===== config.mk =====
export PLATFORM = sky130hd
export DESIGN_NAME = h14tx_period_sequencer
export DESIGN_NICKNAME = d
export VERILOG_FILES = /design/src/rtl/h14tx_pkg.sv /design/src/rtl/h14tx_ctrl_encode.sv /design/src/rtl/h14tx_period_sequencer.sv
export SDC_FILE = /design/constraint.sdc
export NUM_CORES = 1
export LEC_CHECK = 0
export ABC_AREA = 1
export CORE_UTILIZATION = 42
export CTS_CLUSTER_SIZE = 8
export DETAILED_ROUTE_END_ITERATION = 10
export GPL_TIMING_DRIVEN = 1
export MAX_ROUTING_LAYER = met4
export PLACE_DENSITY = 0.86
export SYNTH_ARGS = -nofsm -noshare
export SYNTH_HDL_FRONTEND = slang
export SYNTH_HIERARCHICAL = 1
export SYNTH_SLANG_ARGS = --single-unit

===== constraint.sdc =====
create_clock -name clk -period 1.5 [get_ports clk]
set_input_delay 0.375 -clock clk [delete_from_list [all_inputs] [get_ports clk]]
set_output_delay 0.375 -clock clk [all_outputs]
set_load 0.02 [all_outputs]

===== src/rtl/h14tx_pkg.sv =====
// Shared TMDS types and constants for the HDMI 1.4 transmit path.
// Carries the symbol type, period modes, sequencer states and the fixed control/guard codes.
package h14tx_pkg;

  localparam int unsigned SymbolWidth = 10;
  localparam int unsigned NumChannels = 3;

  typedef logic [SymbolWidth-1:0] symbol_t;
  typedef symbol_t [NumChannels-1:0] symbol_bus_t;

  typedef enum logic {
    MODE_VIDEO  = 1'b0,
    MODE_ISLAND = 1'b1
  } period_mode_t;

  typedef enum logic [2:0] {
    ST_CTRL     = 3'd0,
    ST_PREAMBLE = 3'd1,
    ST_LEAD     = 3'd2,
    ST_PAYLOAD  = 3'd3,
    ST_TRAIL    = 3'd4
  } period_state_t;

  localparam symbol_t GUARD_A     = 10'b1011001100;
  localparam symbol_t GUARD_B     = 10'b0100110011;

  localparam symbol_t CTRL_SYM_00 = 10'b1101010100;
  localparam symbol_t CTRL_SYM_01 = 10'b0010101011;
  localparam symbol_t CTRL_SYM_10 = 10'b0101010100;
  localparam symbol_t CTRL_SYM_11 = 10'b1010101011;

  // Maps the two CTL bits {D1,D0} of a channel to its control-period symbol.
  function automatic symbol_t ctrl_symbol(input logic [1:0] d);
    symbol_t sym;
    case (d)
      2'b00:   sym = CTRL_SYM_00;
      2'b01:   sym = CTRL_SYM_01;
      2'b10:   sym = CTRL_SYM_10;
      default: sym = CTRL_SYM_11;
    endcase
    return sym;
  endfunction

endpackage


===== src/rtl/h14tx_ctrl_encode.sv =====
// Combinational control-period encoder: two CTL bits to one TMDS control symbol.
module h14tx_ctrl_encode
  import h14tx_pkg::*;
(
  input  logic [1:0] ctl_i,
  output symbol_t    symbol_o
);

  always_comb begin
    symbol_o = CTRL_SYM_00;
    symbol_o = ctrl_symbol(ctl_i);
  end

endmodule


===== src/rtl/h14tx_period_sequencer.sv =====
// Sequences each TMDS channel through control, preamble, leading guard, payload and
// (data islands only) trailing guard, feeding the serialiser-side symbol register.
module h14tx_period_sequencer
  import h14tx_pkg::*;
#(
  parameter int unsigned PreambleLen = 8,
  parameter int unsigned GuardLen    = 2,
  parameter int unsigned MinCtrlLen  = 12,
  parameter int unsigned LenWidth    = 12
) (
  input  logic                clk,
  input  logic                rst,
  input  logic                start,
  input  period_mode_t        mode,
  input  logic [LenWidth-1:0] payload_len,
  input  logic                hsync,
  input  logic                vsync,
  input  symbol_bus_t         video_symbol,
  input  symbol_bus_t         island_symbol,
  input  symbol_t             island_guard0,
  output logic                ready,
  output logic                payload_take,
  output logic                busy,
  output symbol_bus_t         symbol
);

  localparam int unsigned PhaseWidth = 4;
  localparam int unsigned CtrlWidth  = 6;

  localparam logic [PhaseWidth-1:0] PreLast   = PhaseWidth'(PreambleLen - 1);
  localparam logic [PhaseWidth-1:0] GuardLast = PhaseWidth'(GuardLen - 1);
  localparam logic [CtrlWidth-1:0]  CtrlMax   = CtrlWidth'(MinCtrlLen);
  localparam logic [LenWidth-1:0]   LenOne    = LenWidth'(1);

  period_state_t         state_q;
  period_mode_t          mode_q;
  logic [PhaseWidth-1:0] phase_q;
  logic [LenWidth-1:0]   len_q;
  logic [CtrlWidth-1:0]  ctrl_q;
  symbol_bus_t           symbol_q;
  symbol_bus_t           symbol_d;

  logic [NumChannels-1:0][1:0] ctl_bits;
  symbol_bus_t                 ctl_sym;

  logic accept;
  logic is_island;

  assign ready        = (state_q == ST_CTRL) && (ctrl_q == CtrlMax);
  assign payload_take = (state_q == ST_PAYLOAD);
  assign busy         = (state_q != ST_CTRL);
  assign accept       = start && ready;
  assign is_island    = (mode_q == MODE_ISLAND);
  assign symbol       = symbol_q;

  // CTL bits per channel; channels 1/2 only carry the preamble pattern during PREAMBLE.
  always_comb begin
    ctl_bits[0] = {vsync, hsync};
    ctl_bits[1] = 2'b00;
    ctl_bits[2] = 2'b00;
    if (state_q == ST_PREAMBLE) begin
      ctl_bits[1] = 2'b01;
      ctl_bits[2] = is_island ? 2'b01 : 2'b00;
    end
  end

  for (genvar ch = 0; ch < NumChannels; ch++) begin : g_ctl
    h14tx_ctrl_encode u_ctrl_encode (
      .ctl_i    (ctl_bits[ch]),
      .symbol_o (ctl_sym[ch])
    );
  end

  // Next output symbols selected by the current state.
  always_comb begin
    symbol_d = ctl_sym;
    case (state_q)
      ST_LEAD, ST_TRAIL: begin
        if (is_island) begin
          symbol_d = {GUARD_B, GUARD_B, island_guard0};
        end else begin
          symbol_d = {GUARD_A, GUARD_B, GUARD_A};
        end
      end
      ST_PAYLOAD: symbol_d = is_island ? island_symbol : video_symbol;
      default:    symbol_d = ctl_sym;
    endcase
  end

  // Period FSM, phase/length/control counters and the output symbol register.
  always_ff @(posedge clk) begin
    if (rst) begin
      state_q  <= ST_CTRL;
      mode_q   <= MODE_VIDEO;
      phase_q  <= '0;
      len_q    <= '0;
      ctrl_q   <= '0;
      symbol_q <= {CTRL_SYM_00, CTRL_SYM_00, CTRL_SYM_00};
    end else begin
      symbol_q <= symbol_d;
      case (state_q)
        ST_CTRL: begin
          if (accept) begin
            mode_q  <= mode;
            len_q   <= payload_len;
            ctrl_q  <= '0;
            phase_q <= '0;
            state_q <= ST_PREAMBLE;
          end else if (ctrl_q != CtrlMax) begin
            ctrl_q <= ctrl_q + CtrlWidth'(1);
          end
        end
        ST_PREAMBLE: begin
          if (phase_q == PreLast) begin
            phase_q <= '0;
            state_q <= ST_LEAD;
          end else begin
            phase_q <= phase_q + PhaseWidth'(1);
          end
        end
        ST_LEAD: begin
          if (phase_q == GuardLast) begin
            phase_q <= '0;
            if (len_q != '0) begin
              state_q <= ST_PAYLOAD;
            end else if (is_island) begin
              state_q <= ST_TRAIL;
            end else begin
              state_q <= ST_CTRL;
            end
          end else begin
            phase_q <= phase_q + PhaseWidth'(1);
          end
        end
        ST_PAYLOAD: begin
          len_q <= len_q - LenOne;
          if (len_q == LenOne) begin
            state_q <= is_island ? ST_TRAIL : ST_CTRL;
          end
        end
        ST_TRAIL: begin
          if (phase_q == GuardLast) begin
            phase_q <= '0;
            state_q <= ST_CTRL;
          end else begin
            phase_q <= phase_q + PhaseWidth'(1);
          end
        end
        default: begin
          phase_q <= '0;
          state_q <= ST_CTRL;
        end
      endcase
    end
  end

endmodule


==> qor.yml <==
run_status:
  outcome: "finished with violations"
  failed_checks: "negative setup slack"
clock_tree:
  cts_max_level: 2
  clk_pin_slew_ns: 0.10
  hold_buffers: 0
  cts-buffers-inserted: 5
  clk-insertion-delay-late_ns: 0.32
  clock-sinks: 56
  ctsLongestPathBuffers: 2
  ctsRootBufferMaster: "sky130_fd_sc_hd__clkbuf_8"
  cts_tree: "built"
timing:
  grt_setup_unrepaired: "true"
  slew_viol_final: 0
  finalHoldViolations: 0
  fin_skew_ns: 0.0122
  setup_slack_ns: -0.157
  max_freq_mhz: 603
  final_period_minus_worst_setup_slack_ns: 1.66
  finalSetupTns_ns: -1.38
  timing.final.setup_violations: 31
  finalCritPeriodShare_pct: 110
floorplan:
  fp.coreArea_mm2: 0.00826
  floorplan.initialDensity_pct: 43.5
  die_w_um: 94.5
  ios: 121
  rows: 33
  chipHeight_um: 94.5
  floorplan.die_area_mm2: 0.00894
pwr:
  power.net_switching_mw: 3.25
  share_seq_of_total_power_pct: 26.7
  power_frac_clock_pct: 11.4
  comb_power_share_pct: 61.9
  power.internal_mw: 4.29
  power.switching_fraction_pct: 43.1
  p_per_area_mw_per_mm2: 1390
  leakage_nw: 2.49
  ir_worst_vdd_v: 0.000775
layout:
  final-seq-area_mm2: 0.00113
  number_of_fill_cells: 671
  multiInputGateArea_mm2: 0.00212
  final_net_count: 804
  antenna_cells_inserted: 0
  drive_gt1_share_pct: 18.2
  final_cell_area_mm2: 0.00544
  syn2layout_area_growth_pct: 51.3
synth:
  synth_top_family_by_area: "simple AND/OR/NAND/NOR gates"
  synth.yosys.seq_area_share_pct: 31.2
  yosysWarningCount: 6
  syn_area_mm2: 0.00360
  postSynthRegisterBits: 56
  netlist_instances: 552
  synth_cell_type_count: 33
  synth-xor-area-share_pct: 1.22
  post_synth.cell_area_avg_um2: 6.51
  synthesized_area_fraction_occupied_by_and_or_nand_nor_cells_pct: 32.2
  synth-compound-area-share_pct: 14.2
  fraction_of_synthesized_area_in_multiplexers_pct: 0
  synthAdderAreaFrac_pct: 6.61
global_routing:
  grt-ovfl-total: 0
  antenna_found_initial: 0
  grt_pass1_vias: 3903
  globalRouteTotalUtil_pct: 24.6
  grt_first_pass_wirelength_mm: 16.7
  grt_start_max_net_pins: 40
worst_setup_path:
  cp_data_arrival_time_ns: 1.28
  crit_type: "reg -> out"
  ff2ff_setup_slack_ns: -0.13
  data_required_critical_path_ns: 1.12
  cp-end-kind: "output port"
  worst-path-max-fanout: 2
  startpoint_type: "flip-flop"
placed_design:
  dpl_worst_slack_ns: -0.361
  port_buffers: 120
  gpl.final_weighted_congestion: 0.843
  dpl-instance-area_mm2: 0.00501
  dp.final_hpwl_mm: 7.75
detailed_routing:
  dr_total_vias: 4097
  avgViaCountPerCell: 5.10
  avgRoutedWirePerCell_um: 13.9
  drt.antenna.violating_nets: 0
  drtIter0Drc: 155
  wirelength_mm: 11.2
  drt-pass1-iter-count: 4
  post-route-drc-count: 0
min_path:
  worstHoldPathType: "reg -> reg"
run:
  cap_violations: 0
[through the flow]
step / util, % / hold slack, ns / instances / power, mW
floorplan: - / 0.444 / 557 / 4.41
global placement: 60.7 / 0.452 / 778 / 5.72
detailed placement: 60.7 / 0.459 / 778 / 5.85
CTS: 62.9 / 0.479 / 790 / 6.75
global route: 65.9 / 0.502 / 803 / 8.07
finish: 65.9 / 0.478 / 803 / 7.55
[layer usage]
metal / track usage [%] / up-vias / part of all wire [%]
met1: 26.6 / 1869 / 39
met4: 10.5 / 0 / 3.4
li1: - / 2012 / -
met5: - / - / 0
met2: 43.8 / 179 / 51
met3: 4.67 / 37 / 7.0
[worst max-delay path, cell delays in order (launching register included)]
cell	delay (ns)
sky130_fd_sc_hd__dfxtp_2	0.34
sky130_fd_sc_hd__inv_2	0.07
sky130_fd_sc_hd__ha_4	0.14
sky130_fd_sc_hd__nand3_4	0.06
sky130_fd_sc_hd__nor2_4	0.10
sky130_fd_sc_hd__inv_2	0.06
sky130_fd_sc_hd__nor2_4	0.09
sky130_fd_sc_hd__buf_6	0.12
[flip-flops by register name, summed over array words and instances (netlist names)]
signal / count
state_q: 3
phase_q: 4
symbol: 30
ctrl_q: 6
is_island: 1
len_q: 12
[cell families (layout without fill, tap and decap cells)]
logic type | after synthesis | count (layout)
adders and majority gates | 19 | 19
xor gates and xnor gates | 5 | 5
and+or+nand+nor | 277 | 277
other | 1 | 6
DFF | 56 | 56
buffers and inverters | 107 | 248
AOI/OAI and AO/OA | 87 | 87
[synth_stat cells]
cell / n / area [um^2]
sky130_fd_sc_hd__or2_2: 5 / 31.3
sky130_fd_sc_hd__nand3_1: 26 / 130
sky130_fd_sc_hd__nand2_4: 1 / 11.3
sky130_fd_sc_hd__o21ai_2: 1 / 8.76
sky130_fd_sc_hd__o211ai_1: 2 / 15.0
sky130_fd_sc_hd__nand3b_1: 1 / 7.51
sky130_fd_sc_hd__buf_4: 24 / 180
sky130_fd_sc_hd__conb_1: 1 / 3.75
sky130_fd_sc_hd__nand2_1: 177 / 664
sky130_fd_sc_hd__nor2_1: 52 / 195
sky130_fd_sc_hd__nor2_2: 3 / 18.8
sky130_fd_sc_hd__a21oi_1: 27 / 135
sky130_fd_sc_hd__o311ai_0: 5 / 43.8
sky130_fd_sc_hd__clkbuf_1: 12 / 45.0
sky130_fd_sc_hd__buf_2: 2 / 10.0
sky130_fd_sc_hd__nand3_4: 1 / 17.5
sky130_fd_sc_hd__o31ai_2: 1 / 12.5
sky130_fd_sc_hd__inv_1: 61 / 229
sky130_fd_sc_hd__o21ai_1: 2 / 10.0
sky130_fd_sc_hd__xnor2_1: 2 / 17.5
sky130_fd_sc_hd__nand2_2: 2 / 12.5
sky130_fd_sc_hd__xor2_1: 3 / 26.3
sky130_fd_sc_hd__ha_1: 19 / 238
sky130_fd_sc_hd__o2111ai_1: 5 / 43.8
sky130_fd_sc_hd__a31oi_1: 16 / 100
sky130_fd_sc_hd__dfxtp_1: 56 / 1120
sky130_fd_sc_hd__buf_6: 4 / 45.0
sky130_fd_sc_hd__nor3_1: 3 / 15.0
sky130_fd_sc_hd__o21ai_0: 28 / 140
sky130_fd_sc_hd__nand4_1: 2 / 12.5
sky130_fd_sc_hd__or2_0: 1 / 6.26
sky130_fd_sc_hd__nor2_4: 3 / 33.8
sky130_fd_sc_hd__inv_2: 4 / 15.0
[worst paths after layout]
check / endpoint / from / cells after the start
min reg2reg: ctrl_q[5] / ctrl_q[5] / 2
min: ctrl_q[5] / ctrl_q[5] / 2
max: ready / ctrl_q[1] / 7
max reg2reg: symbol[22] / state_q[1] / 10
[cell type report]
type / instances / area share (%)
timing repair buffer: 175 / 31.4
tap: 105 / 2.41
multi-input combinational: 394 / 39.1
inverter: 65 / 4.62
sequential: 56 / 20.8
clock inverter: 3 / 0.391
clock buffer: 5 / 1.26
[layout by cell type (no fill, tap or decap), types with 4 or more instances in the layout]
cell type / n
sky130_fd_sc_hd__a21oi_1: 24
sky130_fd_sc_hd__a31oi_1: 16
sky130_fd_sc_hd__buf_12: 5
sky130_fd_sc_hd__buf_4: 45
sky130_fd_sc_hd__buf_6: 5
sky130_fd_sc_hd__clkbuf_8: 5
sky130_fd_sc_hd__clkdlybuf4s50_1: 87
sky130_fd_sc_hd__conb_1: 6
sky130_fd_sc_hd__dfxtp_1: 51
sky130_fd_sc_hd__dlygate4sd2_1: 30
sky130_fd_sc_hd__ha_1: 18
sky130_fd_sc_hd__inv_1: 52
sky130_fd_sc_hd__inv_2: 10
sky130_fd_sc_hd__nand2_1: 165
sky130_fd_sc_hd__nand2_2: 11
sky130_fd_sc_hd__nand2_4: 4
sky130_fd_sc_hd__nand3_1: 25
sky130_fd_sc_hd__nor2_1: 46
sky130_fd_sc_hd__nor2_4: 9
sky130_fd_sc_hd__o2111ai_1: 5
sky130_fd_sc_hd__o21ai_0: 22
sky130_fd_sc_hd__o21ai_1: 6
sky130_fd_sc_hd__o311ai_0: 4
sky130_fd_sc_hd__or2_2: 5
[power by group through the flow]
stage | Combinational [mW] | Clock (mW) | Sequential, mW
after detailed placement | 3.85 | 0 | 2.00
after floorplan | 2.15 | 0 | 2.26
after global placement | 3.73 | 0 | 1.99
after global routing | 5.08 | 0.940 | 2.05
final | 4.67 | 0.862 | 2.02
after CTS | 3.89 | 0.881 | 1.99
[repair_timing]
action / in CTS / in global routing
gates resized for setup: 71 / 43
pin swaps: 6 / 14
gates cloned: 1 / 2
setup buffers: 3 / 11
hold endpoints to repair: 0 / 0
endpoints found under the setup margin: 76 / 56
Power figures use the tool's default switching activity.
